===== src/rtl/y86_pkg.sv =====
// Shared Y86 encodings for the execute back end: instruction codes, status
// codes, ALU/condition function codes, the "no register" ID and the
// condition-code register layout.
package y86_pkg;

    localparam logic [3:0] REG_NONE = 4'hF;

    typedef enum logic [3:0] {
        I_HALT   = 4'h0,
        I_NOP    = 4'h1,
        I_CMOVXX = 4'h2,
        I_IRMOVQ = 4'h3,
        I_RMMOVQ = 4'h4,
        I_MRMOVQ = 4'h5,
        I_OPQ    = 4'h6,
        I_JXX    = 4'h7,
        I_CALL   = 4'h8,
        I_RET    = 4'h9,
        I_PUSHQ  = 4'hA,
        I_POPQ   = 4'hB
    } icode_e;

    typedef enum logic [2:0] {
        S_AOK = 3'd1,
        S_HLT = 3'd2,
        S_ADR = 3'd3,
        S_INS = 3'd4
    } stat_e;

    typedef enum logic [3:0] {
        A_ADD = 4'h0,
        A_SUB = 4'h1,
        A_AND = 4'h2,
        A_XOR = 4'h3
    } aluf_e;

    typedef enum logic [3:0] {
        C_YES = 4'h0,
        C_LE  = 4'h1,
        C_L   = 4'h2,
        C_E   = 4'h3,
        C_NE  = 4'h4,
        C_GE  = 4'h5,
        C_G   = 4'h6
    } cond_e;

    // Bit positions of the flags inside cc_t when viewed as a vector.
    localparam int unsigned CC_ZF = 2;
    localparam int unsigned CC_SF = 1;
    localparam int unsigned CC_OF = 0;

    typedef struct packed {
        logic zf;
        logic sf;
        logic of;
    } cc_t;

    localparam cc_t CC_RESET = '{zf: 1'b1, sf: 1'b0, of: 1'b0};

endpackage


===== src/rtl/exec_cc_mreg_if.sv =====
// E-stage operand/result bus into the execute back end and the E->M
// pipeline register contents coming out of it.
interface exec_cc_mreg_if #(
    parameter int W = 32
);
    // Execute-stage side
    logic [2:0]   e_stat;
    logic [3:0]   e_icode;
    logic [3:0]   e_ifun;
    logic         alu_sub;
    logic [W-1:0] alu_a;
    logic [W-1:0] alu_b;
    logic [W-1:0] alu_s;
    logic         alu_co;
    logic [W-1:0] e_valA;
    logic [3:0]   e_dstE;
    logic [3:0]   e_dstM;

    // Memory-stage register side
    logic [2:0]   M_stat;
    logic [3:0]   M_icode;
    logic         M_cnd;
    logic [W-1:0] M_valE;
    logic [W-1:0] M_valA;
    logic [3:0]   M_dstE;
    logic [3:0]   M_dstM;

    modport master (
        output e_stat, e_icode, e_ifun, alu_sub, alu_a, alu_b, alu_s, alu_co,
               e_valA, e_dstE, e_dstM,
        input  M_stat, M_icode, M_cnd, M_valE, M_valA, M_dstE, M_dstM
    );

    modport slave (
        input  e_stat, e_icode, e_ifun, alu_sub, alu_a, alu_b, alu_s, alu_co,
               e_valA, e_dstE, e_dstM,
        output M_stat, M_icode, M_cnd, M_valE, M_valA, M_dstE, M_dstM
    );

endinterface


===== src/rtl/exec_cc_mreg_cond_eval.sv =====
// Y86 jXX/cmovXX condition evaluation: condition codes + ifun -> cnd.
// Purely combinational; unknown condition codes (ifun > 6) evaluate false.
module exec_cond_eval
    import y86_pkg::*;
(
    input  cc_t        cc,
    input  logic [3:0] ifun,
    output logic       cnd
);

    logic lt;

    // Signed less-than comes from SF xor OF; table lookup on ifun.
    always_comb begin
        lt  = cc.sf ^ cc.of;
        cnd = 1'b0;
        case (ifun)
            C_YES:   cnd = 1'b1;
            C_LE:    cnd = lt | cc.zf;
            C_L:     cnd = lt;
            C_E:     cnd = cc.zf;
            C_NE:    cnd = ~cc.zf;
            C_GE:    cnd = ~lt;
            C_G:     cnd = ~lt & ~cc.zf;
            default: cnd = 1'b0;
        endcase
    end

endmodule


===== src/rtl/exec_cc_mreg.sv =====
// Execute-stage back end: condition-code register, condition evaluation,
// cmov dstE squash and the E->M pipeline register with stall/bubble.
// Optional feature macro: EXEC_CARRY_FLAG_EN adds a carry flag (cc_cf).
module exec_cc_mreg
    import y86_pkg::*;
#(
    parameter int         W     = 32,
    parameter logic [3:0] RNONE = REG_NONE
) (
    input  logic           clk,
    input  logic           reset,
    input  logic           stall_m,
    input  logic           bubble_m,
    input  logic           set_cc,
    input  logic           m_excp,
    exec_cc_mreg_if.slave  bus,
    output logic           e_cnd,
    output logic [3:0]     e_dstE_fwd,
    output logic           cc_zf,
    output logic           cc_sf,
`ifdef EXEC_CARRY_FLAG_EN
    output logic           cc_of,
    output logic           cc_cf
`else
    output logic           cc_of
`endif
);

    cc_t  cc_q;
    cc_t  cc_d;
    logic cc_we;
    logic is_add;
    logic is_sub;
    logic a_msb;
    logic b_msb;
    logic s_msb;

    assign a_msb = bus.alu_a[W-1];
    assign b_msb = bus.alu_b[W-1];
    assign s_msb = bus.alu_s[W-1];

    // Only the operand sign bits feed the flags.
    logic unused_ops;
    assign unused_ops = ^{bus.alu_a[W-2:0], bus.alu_b[W-2:0]};

    // CC is never updated behind a faulting older instruction or a bad E stat.
    assign cc_we = set_cc & ~m_excp & (bus.e_stat == S_AOK) & ~reset;

    // Next flag values from the ALU result; alu_sub overrides the ifun add case.
    always_comb begin
        is_sub  = bus.alu_sub;
        is_add  = ~bus.alu_sub & (bus.e_ifun == A_ADD);
        cc_d.zf = (bus.alu_s == '0);
        cc_d.sf = s_msb;
        cc_d.of = 1'b0;
        if (is_sub)
            cc_d.of = (a_msb != b_msb) & (s_msb != b_msb);
        else if (is_add)
            cc_d.of = (a_msb == b_msb) & (s_msb != a_msb);
    end

    // Condition-code register.
    always_ff @(posedge clk) begin
        if (reset)
            cc_q <= CC_RESET;
        else if (cc_we)
            cc_q <= cc_d;
    end

    assign cc_zf = cc_q.zf;
    assign cc_sf = cc_q.sf;
    assign cc_of = cc_q.of;

`ifdef EXEC_CARRY_FLAG_EN
    logic cf_q;
    logic cf_d;

    // Carry from the adder; subtraction reports borrow, logic ops clear it.
    always_comb begin
        cf_d = 1'b0;
        if (is_sub)
            cf_d = ~bus.alu_co;
        else if (is_add)
            cf_d = bus.alu_co;
    end

    // Carry flag register, written alongside the other flags.
    always_ff @(posedge clk) begin
        if (reset)
            cf_q <= 1'b0;
        else if (cc_we)
            cf_q <= cf_d;
    end

    assign cc_cf = cf_q;
`else
    logic unused_co;
    assign unused_co = bus.alu_co;
`endif

    // Condition is taken from the registered CC, before this cycle's write.
    exec_cond_eval u_cond (
        .cc   (cc_q),
        .ifun (bus.e_ifun),
        .cnd  (e_cnd)
    );

    // A cmov that fails its condition writes nothing.
    always_comb begin
        e_dstE_fwd = bus.e_dstE;
        if ((bus.e_icode == I_CMOVXX) && !e_cnd)
            e_dstE_fwd = RNONE;
    end

    // E->M register: reset > stall (hold) > bubble (nop) > load.
    always_ff @(posedge clk) begin
        if (reset || (!stall_m && bubble_m)) begin
            bus.M_stat  <= S_AOK;
            bus.M_icode <= I_NOP;
            bus.M_cnd   <= 1'b0;
            bus.M_valE  <= '0;
            bus.M_valA  <= '0;
            bus.M_dstE  <= RNONE;
            bus.M_dstM  <= RNONE;
        end else if (!stall_m) begin
            bus.M_stat  <= bus.e_stat;
            bus.M_icode <= bus.e_icode;
            bus.M_cnd   <= e_cnd;
            bus.M_valE  <= bus.alu_s;
            bus.M_valA  <= bus.e_valA;
            bus.M_dstE  <= e_dstE_fwd;
            bus.M_dstM  <= bus.e_dstM;
        end
    end

endmodule


===== src/flat_wrapper.sv =====
// flat-port wrapper written by rule: the top's interface ports become plain ports
module exec_cc_mreg_flat import y86_pkg::*;
#(
    parameter int         W     = 32,
    parameter logic [3:0] RNONE = REG_NONE
)
  (clk, reset, stall_m, bubble_m, set_cc, m_excp, e_cnd, e_dstE_fwd, cc_zf, cc_sf, cc_of, bus_e_stat, bus_e_icode, bus_e_ifun, bus_alu_sub, bus_alu_a, bus_alu_b, bus_alu_s, bus_alu_co, bus_e_valA, bus_e_dstE, bus_e_dstM, bus_M_stat, bus_M_icode, bus_M_cnd, bus_M_valE, bus_M_valA, bus_M_dstE, bus_M_dstM);
  exec_cc_mreg_if #(.W(W)) bus_i ();
  input  logic clk;
  input  logic reset;
  input  logic stall_m;
  input  logic bubble_m;
  input  logic set_cc;
  input  logic m_excp;
  output logic e_cnd;
  output logic [3:0] e_dstE_fwd;
  output logic cc_zf;
  output logic cc_sf;
  output logic cc_of;
  input wire logic [$bits(bus_i.e_stat)-1:0] bus_e_stat;
  input wire logic [$bits(bus_i.e_icode)-1:0] bus_e_icode;
  input wire logic [$bits(bus_i.e_ifun)-1:0] bus_e_ifun;
  input wire logic [$bits(bus_i.alu_sub)-1:0] bus_alu_sub;
  input wire logic [$bits(bus_i.alu_a)-1:0] bus_alu_a;
  input wire logic [$bits(bus_i.alu_b)-1:0] bus_alu_b;
  input wire logic [$bits(bus_i.alu_s)-1:0] bus_alu_s;
  input wire logic [$bits(bus_i.alu_co)-1:0] bus_alu_co;
  input wire logic [$bits(bus_i.e_valA)-1:0] bus_e_valA;
  input wire logic [$bits(bus_i.e_dstE)-1:0] bus_e_dstE;
  input wire logic [$bits(bus_i.e_dstM)-1:0] bus_e_dstM;
  output wire logic [$bits(bus_i.M_stat)-1:0] bus_M_stat;
  output wire logic [$bits(bus_i.M_icode)-1:0] bus_M_icode;
  output wire logic [$bits(bus_i.M_cnd)-1:0] bus_M_cnd;
  output wire logic [$bits(bus_i.M_valE)-1:0] bus_M_valE;
  output wire logic [$bits(bus_i.M_valA)-1:0] bus_M_valA;
  output wire logic [$bits(bus_i.M_dstE)-1:0] bus_M_dstE;
  output wire logic [$bits(bus_i.M_dstM)-1:0] bus_M_dstM;
  assign bus_i.e_stat = bus_e_stat;
  assign bus_i.e_icode = bus_e_icode;
  assign bus_i.e_ifun = bus_e_ifun;
  assign bus_i.alu_sub = bus_alu_sub;
  assign bus_i.alu_a = bus_alu_a;
  assign bus_i.alu_b = bus_alu_b;
  assign bus_i.alu_s = bus_alu_s;
  assign bus_i.alu_co = bus_alu_co;
  assign bus_i.e_valA = bus_e_valA;
  assign bus_i.e_dstE = bus_e_dstE;
  assign bus_i.e_dstM = bus_e_dstM;
  assign bus_M_stat = bus_i.M_stat;
  assign bus_M_icode = bus_i.M_icode;
  assign bus_M_cnd = bus_i.M_cnd;
  assign bus_M_valE = bus_i.M_valE;
  assign bus_M_valA = bus_i.M_valA;
  assign bus_M_dstE = bus_i.M_dstE;
  assign bus_M_dstM = bus_i.M_dstM;
  exec_cc_mreg #(.W(W), .RNONE(RNONE)) u_core (.clk(clk), .reset(reset), .stall_m(stall_m), .bubble_m(bubble_m), .set_cc(set_cc), .m_excp(m_excp), .bus(bus_i), .e_cnd(e_cnd), .e_dstE_fwd(e_dstE_fwd), .cc_zf(cc_zf), .cc_sf(cc_sf), .cc_of(cc_of));
endmodule

===== config.mk =====
export PLATFORM = sky130hd
export DESIGN_NAME = exec_cc_mreg_flat
export DESIGN_NICKNAME = d
export VERILOG_FILES = /design/src/rtl/y86_pkg.sv /design/src/rtl/exec_cc_mreg_if.sv /design/src/rtl/exec_cc_mreg_cond_eval.sv /design/src/rtl/exec_cc_mreg.sv /design/src/flat_wrapper.sv
export SDC_FILE = /design/constraint.sdc
export NUM_CORES = 1
export LEC_CHECK = 0
export BUFFER_PORTS_ARGS = -buffer_cell sky130_fd_sc_hd__clkbuf_2
export CORE_AREA = 2 2 95 97
export DETAILED_ROUTE_END_ITERATION = 10
export DIE_AREA = 0 0 97 99
export HOLD_SLACK_MARGIN = 0.06
export PLACE_DENSITY = 0.76
export SLEW_MARGIN = 20
export SYNTH_ARGS = -nofsm -noshare
export SYNTH_HDL_FRONTEND = slang
export SYNTH_HIERARCHICAL = 1
export SYNTH_SLANG_ARGS = --single-unit
export TNS_END_PERCENT = 5

===== constraint.sdc =====
create_clock -name clk -period 4.73 [get_ports clk]
set_input_delay 0.946 -clock clk [delete_from_list [all_inputs] [get_ports clk]]
set_output_delay 0.946 -clock clk [all_outputs]
set_load 0.01 [all_outputs]

==> results by stage, run 1 <==
Synth:
- The dominant cell type by area after synthesis is dfxtp_1.
- The cell with the most instances after synthesis is dfxtp_1.
- The fraction of synthesized cell area taken by the top area cell type is 51.6%.
- The cell count after synthesis came out at 310.
- By area the synthesized netlist is led by dfxtp_1, mux2i_1, nor2_1.
- The number of different library cells used by synthesis comes to 30.
- The fraction of the yosys area taken by sequential cells is 51.6%.
- The Yosys warning count is 6.
- The total standard cell area after synthesis is 0.00322 mm².
- The number of nets handed over by synthesis was 465.
- The number of flops mapped to enable cells by yosys is 0.
- The average footprint of a synthesized cell is 10.4 µm².
- The main flop type after synthesis is dfxtp_1.
- The number of register bits inferred by synthesis is 83.
- The fraction of registers with async set or reset after synthesis is 0%.
- Ranked by instance count, the synthesized netlist is headed by dfxtp_1, mux2i_1, nor2_1, nor4_1.

Job:
- The number of maximum-capacitance violations is 0.

Timing:
- The clock tree skew after final layout is 0.00197 ns.
- The number of pins with negative max-slew slack in the final report is 0.
- The final period utilization is 71.9%.
- The final number of hold-violating endpoints came to 0.
- The time the worst path needs with I/O delays and setup is 3.40 ns.
- The worst pin sits at a relative slew slack of 44.2%.
- Setup repair after global routing left no endpoint under its margin.
- The final number of setup-violating endpoints is 0.
- The setup TNS is 0 ns.
- Static timing analysis puts the maximum clock frequency at 294 MHz.
- At the pin with the least slew margin, the transition time is 0.838 ns.

Drt:
- Across all layers, the routed design uses 2861 vias.
- In this run the remaining antenna-violating nets after routing total 0.
- The first TritonRoute pass finished after 4 iterations.
- The final wirelength is 8060 µm.
- The number of DRC violations after detailed routing is 0.
- After detailed routing, the average wire length per cell comes to 13.5 µm.
- After detailed routing, the number of vias per cell comes to 4.79.
- The violation count after the first detailed-routing iteration is 104.

Floorplanning:
- Pin placement for this block handled 243 I/O pins.
- The die covers 0.00960 mm².
- In this run the vertical extent of the chip is 99 µm.
- The initialized floorplan defines 34 standard-cell rows.
- The chip width is 97 µm.
- The area of the core is 0.00855 mm².
- For this configuration, the core starts out at a cell density of 37.7%.

Placement:
- The cell count after placement is 582.
- The routability-driven placement congestion ratio is 0.831.
- In this run the tool buffered the top-level ports with 179 buffer cells.
- Detailed placement finished with a half-perimeter wire length of 6060 µm.

Setup path:
- The cell seen most often among critical-path stages is clkbuf_2.
- The launch instance of the worst register-to-register path is u_core/cc_zf.
- The source of the critical timing path is bus_e_ifun[2].
- The worst setup path is captured at a primary output.
- The worst-path maximum fanout is 8.
- The data required time of the critical path is 3.78 ns.
- The kind of critical path is input pin to primary output.
- The critical path launch point type is an input pin.
- For this design, the slowest cell found on the critical path is nor4_4.
- The critical path goes through clkbuf_2 -> and4bb_1 -> nor3_1 -> nand3_1 -> nor4_4 -> or2_1 -> clkbuf_2.
- On the worst path, the slowest cell contributes a delay of 0.48 ns.
- Counting cells, the worst reg-to-reg path comes to 6.
- The worst setup slack for register-to-register paths is 2.98 ns.
- The critical register-to-register path endpoint is u_core/bus.M_dstE[0].
- For the worst setup path, the data arrival time is 2.46 ns.

Power and ir drop:
- Summing internal, switching and leakage power gives 1.39 mW.
- Dividing total power by cell area gives a power density of 323 mW/mm².
- The maximum vdd drop is 154 µV.
- For this design the static power due to leakage is 2.21 nW.

Clock tree:
- The TritonCTS clock tree is built.
- The insertion delay to the later sink of the worst-skew pair is 0.34 ns.
- In this run, post-CTS hold repair placed 0 buffers.
- The clock-pin slew on the worst setup and hold paths is 0.07 ns.
- The number of sinks handled by clock tree synthesis is 83.
- The root cell of the clock tree is clkbuf_8.
- The buffer depth of the longest clock path is 2.
- The number of buffers inserted during clock tree synthesis is 9.
- After clock tree synthesis, the repair step resized 0 gates.
- The clock tree synthesis step divided the H-tree into 3 levels.
- The count of buffers added by post-CTS timing repair for setup is 0.

Final layout:
- The share of final-layout standard cells stronger than drive strength 1 is 40.9%.
- The diode insertion count for antenna repair is 0.
- The post-layout instance count excluding filler cells is 597.
- In the final design database the tool counted 640 nets.
- From synthesis to final layout, the design area changed by 33.5%.

Global routing:
- The overall routing resource usage is 16.7%.
- Entering global routing, the biggest net connects 71 pins.
- Summed over all layers, the global routing overflow is 0.
- The first global-routing pass estimated 13100 µm of wire.
- The via count of the first global-routing pass is 2795.
- The number of antenna violations at the first check in global routing is 0.

Status:
- The run finished with clean final reports.

Min path:
- The path with the worst hold slack has its endpoint at u_core/bus.M_icode[0].
- The worst hold path begins at u_core/bus.M_icode[0].
- The class of the most critical hold timing path is register to register.
- The worst hold path was traced through 2 stages.
[kinds of logic (layout without fill, tap and decap cells)]
group,count (synthesis),after routing,synth area share [%]
buffers and inverters,19,198,4.31
and+or+nand+nor,118,118,17.4
AOI/OAI and AO/OA,12,12,2.56
muxes,77,77,23.9
xor gates and xnor gates,1,1,0.272
DFF,83,83,51.6
[layer usage]
metal / GRT usage (%) / vias to the layer above / part of all wire (%)
met2: 27.4 / 130 / 47
met3: 5.32 / 17 / 9.0
met1: 20.6 / 1292 / 43
li1: - / 1422 / -
met4: 6.39 / 0 / 1.8
met5: 0 / - / 0
[sequential cells by signal, indices dropped and copies added, names as in the netlist]
name                flops
u_core/bus.M_cnd        1
u_core/cc_zf            1
u_core/bus.M_valE      32
u_core/bus.M_dstM       4
u_core/bus.M_valA      32
u_core/cc_of            1
u_core/bus.M_icode      4
u_core/bus.M_stat       3
u_core/bus.M_dstE       4
u_core/cc_sf            1
[metrics by stage]
stage | hold slack, ns | util, % | setup slack (ns) | area (µm²)
2_1_floorplan | 0.504 | - | 1.66 | 3220
3_3_place_gp | 0.453 | 48.4 | 1.39 | 4140
3_5_place_dp | 0.461 | 48.4 | 1.35 | 4140
4_1_cts | 0.480 | 50.3 | 1.34 | 4300
5_1_grt | 0.524 | 50.3 | 1.15 | 4300
6_report | 0.478 | 50.3 | 1.33 | 4300
[worst max-delay path by stage]
stage	to	cells after the start
floorplan	e_dstE_fwd[0]	5
global placement	e_dstE_fwd[1]	7
detailed placement	e_dstE_fwd[2]	7
CTS	e_dstE_fwd[2]	7
global route	e_dstE_fwd[1]	7
finish	e_dstE_fwd[1]	7
[critical path: cells and delay by family]
kind | cells | cell delay (ns)
buffers and inverters | 2 | 0.26
AND/OR/NAND/NOR | 5 | 1.24
[report_power, final]
| part | internal [mW] | switching, mW |
|---|---|---|
| combinational | 0.0960 | 0.109 |
| sequential | 0.733 | 0.0178 |
| clock | 0.200 | 0.235 |
[final cells by class]
cell class / count / area, µm²
clock buffers: 12 / 145
clock inverters: 3 / 15.0
fillers: 845 / 4250
inverters: 2 / 7.51
multi-input cells: 208 / 1420
flip-flops and latches: 83 / 1660
well taps: 108 / 135
repair buffers: 181 / 913
[placed cells by master (no fill, tap or decap), drive strengths merged, types with 2 or more instances in the layout]
| cell | n |
|---|---|
| mux2i | 77 |
| nor3 | 7 |
| nand2 | 9 |
| clkinv | 3 |
| nor4 | 12 |
| nor2 | 76 |
| and4bb | 2 |
| nand4 | 2 |
| buf | 3 |
| dfxtp | 83 |
| or2 | 4 |
| o21ai | 6 |
| clkbuf | 190 |
| inv | 2 |
| nor4b | 3 |
No activity file was read; power rests on OpenSTA's default activity.
==> inputs of run 2 (changes only) <==
--- a/config.mk
+++ b/config.mk
@@ -6,11 +6,11 @@
 export NUM_CORES = 1
 export LEC_CHECK = 0
 export BUFFER_PORTS_ARGS = -buffer_cell sky130_fd_sc_hd__clkbuf_2
-export CORE_AREA = 2 2 95 97
+export CORE_MARGIN = 2
+export CORE_UTILIZATION = 40
 export DETAILED_ROUTE_END_ITERATION = 10
-export DIE_AREA = 0 0 97 99
 export HOLD_SLACK_MARGIN = 0.06
-export PLACE_DENSITY = 0.76
+export PLACE_DENSITY = 0.8
 export SLEW_MARGIN = 20
 export SYNTH_ARGS = -nofsm -noshare
 export SYNTH_HDL_FRONTEND = slang
==> constraint.sdc (replaced) <==
create_clock -name clk -period 3.5 [get_ports clk]
set_input_delay 0.7 -clock clk [delete_from_list [all_inputs] [get_ports clk]]
set_output_delay 0.7 -clock clk [all_outputs]
set_load 0.01 [all_outputs]
==> results by stage, run 2 (synthesized netlist as in run 1, its figures left out) <==
Drt:
- Dividing the detail-routed wire length by the instance count gives 13.6 µm.
- Before antenna repair, the detailed router went through 4 iterations.
- The number of vias after detailed routing is 2870.
- The per-cell via count in the routed design is 4.84.
- The final layout contains routed wiring with a total length of 8090 µm.
- The number of DRC violations after detailed routing is 0.
- The number of routed nets with antenna violations is 0.
- The first routing iteration left 87 violations.

Clock tree:
- The count of instances resized after the clock tree is built is 0.
- The number of sinks handled by clock tree synthesis is 83.
- Buffers inserted during clock tree synthesis total 9.
- In this run the post-CTS setup repair buffer count came out at 0.
- The root cell of the clock tree is clkbuf_8.
- Clock-pin slew was measured on the worst setup and hold paths at 0.08 ns.
- At the later pin of the worst-skew pair, clock insertion delay measures 0.34 ns.
- CTS built an H-tree with a depth of 3.
- The buffer depth of the longest clock path is 2.
- TritonCTS built the clock tree.
- Buffers inserted to repair hold after CTS numbered 0.

Global routing:
- The first global-routing pass estimated 12300 µm of wire.
- Summed over all layers, the global routing overflow is 0.
- In the global route stage, overall resource usage came out at 17.9%.
- Entering global routing, the biggest net connects 40 pins.
- The number of antenna violations at the first check in global routing is 0.
- The via count of the first global-routing pass is 2637.

Timing:
- Setup violations remaining at the end of the flow were counted as 0.
- The worst pin sits at a relative slew slack of 58.5%.
- The clock arrives with 0.00924 ns of skew.
- Based on the critical path, the design can be clocked at up to 345 MHz.
- The final number of hold-violating endpoints is 0.
- Setup total negative slack on the finished layout was measured at 0 ns.
- Setup repair after global routing left no endpoint under its margin.
- For the pin with the worst max-slew slack, the measured transition is 0.622 ns.
- The smallest hold slack is 0.485 ns.
- The number of pins with negative max-slew slack in the final report is 0.
- Subtracting the final worst setup slack from the clock period gives 2.90 ns.
- The final period utilization is 82.9%.

Floorplanning:
- Measured along the y axis, the die boundary spans 93.7 µm.
- Once the floorplan was initialized, standard cells occupied 41.5% of the core.
- The die area is 0.00879 mm².
- The placement row count is 32.
- The total I/O pin count is 243.
- Measured along the x axis, the die boundary spans 93.7 µm.
- The area of the core is 0.00777 mm².

Power and ir drop:
- Power spread over the standard cell area amounts to 444 mW/mm².
- The cell leakage power is 2.22 nW.
- The maximum vdd drop is 276 µV.

Setup path:
- The sum of buffers and inverters on the critical path is 2.
- Grouping stages by cell kind, the critical path spends the most delay in simple AND/OR/NAND/NOR gates.
- The critical path goes through clkbuf_2 -> and4bb_1 -> nor3_1 -> nand3_1 -> nor4_4 -> or2_1 -> clkbuf_2.
- The slowest cell on the critical path is nor4_4.
- The endpoint kind of the worst setup timing path is a primary output.
- By instance count, the cell type seen most on the critical path is clkbuf_2.
- The data required time of the critical path is 2.80 ns.
- The worst-path maximum fanout is 8.
- STA classifies the critical path startpoint as an input pin.
- Data arrives at the worst endpoint at 2.20 ns.
- The critical path is of the input pin to primary output type.
- The delay of the slowest cell on the worst path is 0.48 ns.

Final layout:
- The most frequent standard cell in the layout excluding fill and tap cells is clkbuf_2.
- In the final layout, the share of cells above drive strength 1 is 41.5%.
- The largest registers in the layout are u_core/bus.M_valA x32, u_core/bus.M_valE x32.
- The growth of design area from synthesis to finish is 34.6%.
- The post-layout instance count excluding filler cells is 593.
- 0 antenna diodes ended up in the layout.
- The total number of nets in the final design is 641.
- Leaving out fill and tap cells, the most frequent cells in the layout are clkbuf_2, dfxtp_1, mux2i_1.
- The filler cells instantiated in the layout total 690.

Placement:
- The number of buffers inserted by port buffering is 179.
- The cell count after placement is 577.
- The post-DP HPWL is 6190 µm.
- The routability-driven placement congestion ratio is 0.791.

Status:
- The flow ran to the end, and the final reports show no timing, DRC or antenna violations.

Min path:
- The class of the most critical hold timing path is register to register.

Job:
- Max-cap violations in this run came to 0.
## run 2: worst min-delay path: stages (launching register included)
cell and delay [ns]:
dfxtp_1 0.34, mux2i_1 0.07, nand2_1 0.05
## run 2: final timing paths
| path | from | endpoint | slack [ns] | cells after the start |
|---|---|---|---|---|
| worst min register to register | u_core/bus.M_dstM[1] | u_core/bus.M_dstM[1] | 0.48 | 2 |
| worst max register to register | u_core/cc_zf | u_core/bus.M_dstE[3] | 1.77 | 6 |
| worst max-delay path | bus_e_ifun[2] | e_dstE_fwd[1] | 0.60 | 7 |
| worst min-delay path | u_core/bus.M_dstM[1] | u_core/bus.M_dstM[1] | 0.48 | 2 |
## run 2: area by class of cell
type,count,area [µm²],area share (%)
multi-input combinational,208,1420,32.8
clock inverter,7,58.8,1.36
tap,102,128,2.94
clock buffer,9,124,2.86
inverter,2,7.51,0.173
timing repair buffer,182,933,21.5
sequential,83,1660,38.3
## run 2: report_power, final
group          switching [mW]  leakage, nW  total (mW)  internal, mW
Combinational           0.149         1.45       0.281         0.132
Sequential             0.0243        0.681        1.01         0.990
Clock                   0.362       0.0868       0.630         0.267
Total                   0.535         2.22        1.92          1.39
## run 2: per-stage QoR
step / setup slack (ns) / utilization [%] / area [µm²] / power (mW)
2_1_floorplan: 0.925 / - / 3220 / 1.19
3_3_place_gp: 0.651 / 53.5 / 4150 / 1.31
3_5_place_dp: 0.634 / 53.5 / 4150 / 1.32
4_1_cts: 0.617 / 55.8 / 4340 / 1.95
5_1_grt: 0.477 / 55.8 / 4340 / 2.02
6_report: 0.600 / 55.8 / 4340 / 1.92
## run 2: routing by layer
metal / track usage (%) / up-vias / wire length [µm]
met5: 0 / - / 0
met3: 4.82 / 11 / 733
met4: 7.61 / 0 / 118
met1: 21.7 / 1299 / 3460
met2: 29.8 / 132 / 3780
li1: - / 1428 / -
==> inputs of run 3 (changes only) <==
==> constraint.sdc (replaced) <==
create_clock -name clk -period 3 [get_ports clk]
set_input_delay 0.6 -clock clk [delete_from_list [all_inputs] [get_ports clk]]
set_output_delay 0.6 -clock clk [all_outputs]
set_load 0.01 [all_outputs]
==> results by stage, run 3 (synthesized netlist as in run 1, its figures left out) <==
Power and ir drop:
- The clock share of power is 39.4%.
- The part of the power in combinational logic is 13.1%.
- The areal power density over the cells is 566 mW/mm².
- The switching portion of total power is 24.8%.
- In this run the static leakage power is 2.26 nW.
- The internal power of the cells totals 1.88 mW.
- The sequential group share of total power is 47.5%.
- Summed over all nets, the switching power comes to 0.618 mW.
- The maximum vdd drop is 338 µV.

Clock tree:
- TritonCTS built the clock tree.
- Clock latency on the worst-skew pair, taken at its later pin, is 0.34 ns.
- The number of levels the H-tree was split into is 3.
- The buffer depth of the longest clock path is 2.
- For this design, the sink count on the clock tree is 83.
- For this design, the CTS-stage hold fixing added 0 buffers.
- Counting the buffers created by CTS gives 9.
- The count of buffers added by post-CTS timing repair for setup is 0.
- The root cell of the clock tree is clkbuf_8.
- After clock tree synthesis, the repair step resized 0 gates.
- Clock-pin slew was measured on the worst setup and hold paths at 0.09 ns.

Final layout:
- The total number of nets in the final design is 641.
- At the end of the flow the core is filled with cells to 56.7%.
- The share of final-layout standard cells stronger than drive strength 1 is 41.5%.
- Compared with the post-synthesis result, the final layout area differs by 36.7%.
- 0 antenna diodes ended up in the layout.
- The largest registers in the layout are u_core/bus.M_valA x32, u_core/bus.M_valE x32.
- The most frequent standard cell in the layout excluding fill and tap cells is clkbuf_2.
- In the layout the commonest cells are clkbuf_2, dfxtp_1, mux2i_1.
- The number of filler instances in the final layout is 684.

Global routing:
- The met3 capacity usage during global routing is 4.98%.
- In the global route stage, met2 resource usage came out at 30.3%.
- The layer flagged by global routing as most heavily used is met2.
- The number of antenna violations at the first check in global routing is 0.
- Global routing consumed, on the met1 layer, 21.0% of the routing resources.
- In the global route stage, overall resource usage came out at 17.7%.
- The first global-routing pass estimated 12300 µm of wire.
- The via count of the first global-routing pass is 2722.
- The largest net degree at the start of global routing is 39.
- The leftover overflow at the end of global routing is 0.

Drt:
- The number of DRC violations after detailed routing is 0.
- The mean routed wirelength per cell is 13.6 µm.
- The number of vias after detailed routing is 2826.
- The detailed router finished its first iteration with 103 violations.
- Before antenna repair, the detailed router went through 4 iterations.
- The per-cell via count in the routed design is 4.77.
- The number of routed nets with antenna violations is 0.
- After detailed routing, the total wire length is 8050 µm.

Timing:
- Headroom to the max-slew limit came out at 57.7%.
- Based on the critical path, the design can be clocked at up to 369 MHz.
- The clock tree skew after final layout is 0.00595 ns.
- The final number of hold-violating endpoints is 0.
- For the final routed database, the setup TNS stands at 0 ns.
- The number of pins with negative max-slew slack in the final report is 0.
- The final critical path takes up 90.5% of the cycle.
- The final number of setup-violating endpoints is 0.
- The slew at the pin closest to its max-slew limit is 0.635 ns.
- The time the worst path needs with I/O delays and setup is 2.71 ns.
- Setup repair after global routing left no endpoint under its margin.

Setup path:
- Walking the worst path, the cells encountered are clkbuf_2 -> and4bb_1 -> nor3_1 -> nand3_1 -> nor4_4 -> or2_1 -> clkbuf_2.
- The most numerous cell type found on the critical path is clkbuf_2.
- Counting both buffers and inverters, the worst setup path holds a total of 2.
- Data on the critical path is required at its endpoint by 2.40 ns.
- The critical path is of the input pin to primary output type.
- Among all stages on the critical path, the largest delay is contributed by nor4_4.
- The worst setup path is launched from an input pin.
- The endpoint kind of the worst setup timing path is a primary output.
- The delay of the slowest cell on the worst path is 0.48 ns.
- Of all nets on the critical path, the largest fanout is 8.
- In this design, the largest share of critical-path delay is due to simple AND/OR/NAND/NOR gates.
- Data arrives at the worst endpoint at 2.11 ns.

Floorplanning:
- In this run the count of I/O pins placed on the die edge is 243.
- The floorplan step defined a die boundary enclosing 0.00879 mm².
- The core region is 0.00777 mm².
- After floorplanning, the core was divided into 32 placement rows.
- The vertical die dimension is 93.7 µm.
- Once the floorplan was initialized, standard cells occupied 41.5% of the core.
- The chip width is 93.7 µm.

Placement:
- The number of buffers inserted by port buffering is 179.
- The congestion estimate from routability-driven global placement came to 0.785.
- The wire-length estimate of the detail-placed layout is 6260 µm.

Job:
- Across the run, the number of max-cap violations was 0.

Status:
- The run finished with clean final reports.

Min path:
- The tightest min-delay check is of the input pin to register type.
## run 3: metrics by stage
| step | std cells | hold slack (ns) | total power, mW | setup WS [ns] | area [µm²] |
|---|---|---|---|---|---|
| floorplan | 310 | 0.504 | 1.39 | 0.625 | 3220 |
| global placement | 577 | 0.454 | 1.53 | 0.356 | 4150 |
| detailed placement | 577 | 0.478 | 1.54 | 0.299 | 4150 |
| CTS | 593 | 0.454 | 2.53 | 0.286 | 4400 |
| global route | 593 | 0.458 | 2.61 | 0.154 | 4400 |
| finish | 593 | 0.477 | 2.49 | 0.286 | 4400 |
## run 3: area by class of cell
type	count	area (µm²)	share of cell area, %
sequential	83	1660	37.7
multi-input combinational	208	1420	32.3
timing repair buffer	182	933	21.2
clock inverter	7	128	2.90
tap	102	128	2.90
clock buffer	9	124	2.81
inverter	2	7.51	0.170
## run 3: final timing paths
check	slack, ns	end	depth (start not counted)	start
setup / recovery	0.29	e_dstE_fwd[0]	7	bus_e_ifun[2]
hold reg to reg	0.50	u_core/bus.M_dstM[1]	2	u_core/bus.M_dstM[1]
hold / removal	0.48	u_core/bus.M_valA[10]	3	bus_e_valA[10]
setup reg to reg	1.24	u_core/bus.M_dstE[3]	6	u_core/cc_zf
## run 3: power by group through the flow
stage,Combinational (mW),Clock [mW],Sequential [mW]
CTS,0.330,1.01,1.18
global route,0.360,1.05,1.19
floorplan,0.155,0,1.23
detailed placement,0.329,0,1.21
finish,0.327,0.983,1.18
global placement,0.321,0,1.21
## run 3: per-layer routing
layer / vias up / part of all wire, % / wire length, µm
met5: - / 0 / 0
met4: 0 / 1.7 / 139
met2: 132 / 47 / 3750
li1: 1427 / - / -
met1: 1254 / 43 / 3440
met3: 13 / 9.0 / 723
## run 3: worst reg2reg max path, delay by kind of cell (launching register included)
family / cells / cell delay (ns)
AOI/OAI and AO/OA: 1 / 0.16
and+or+nand+nor: 5 / 1.17
DFF: 1 / 0.36
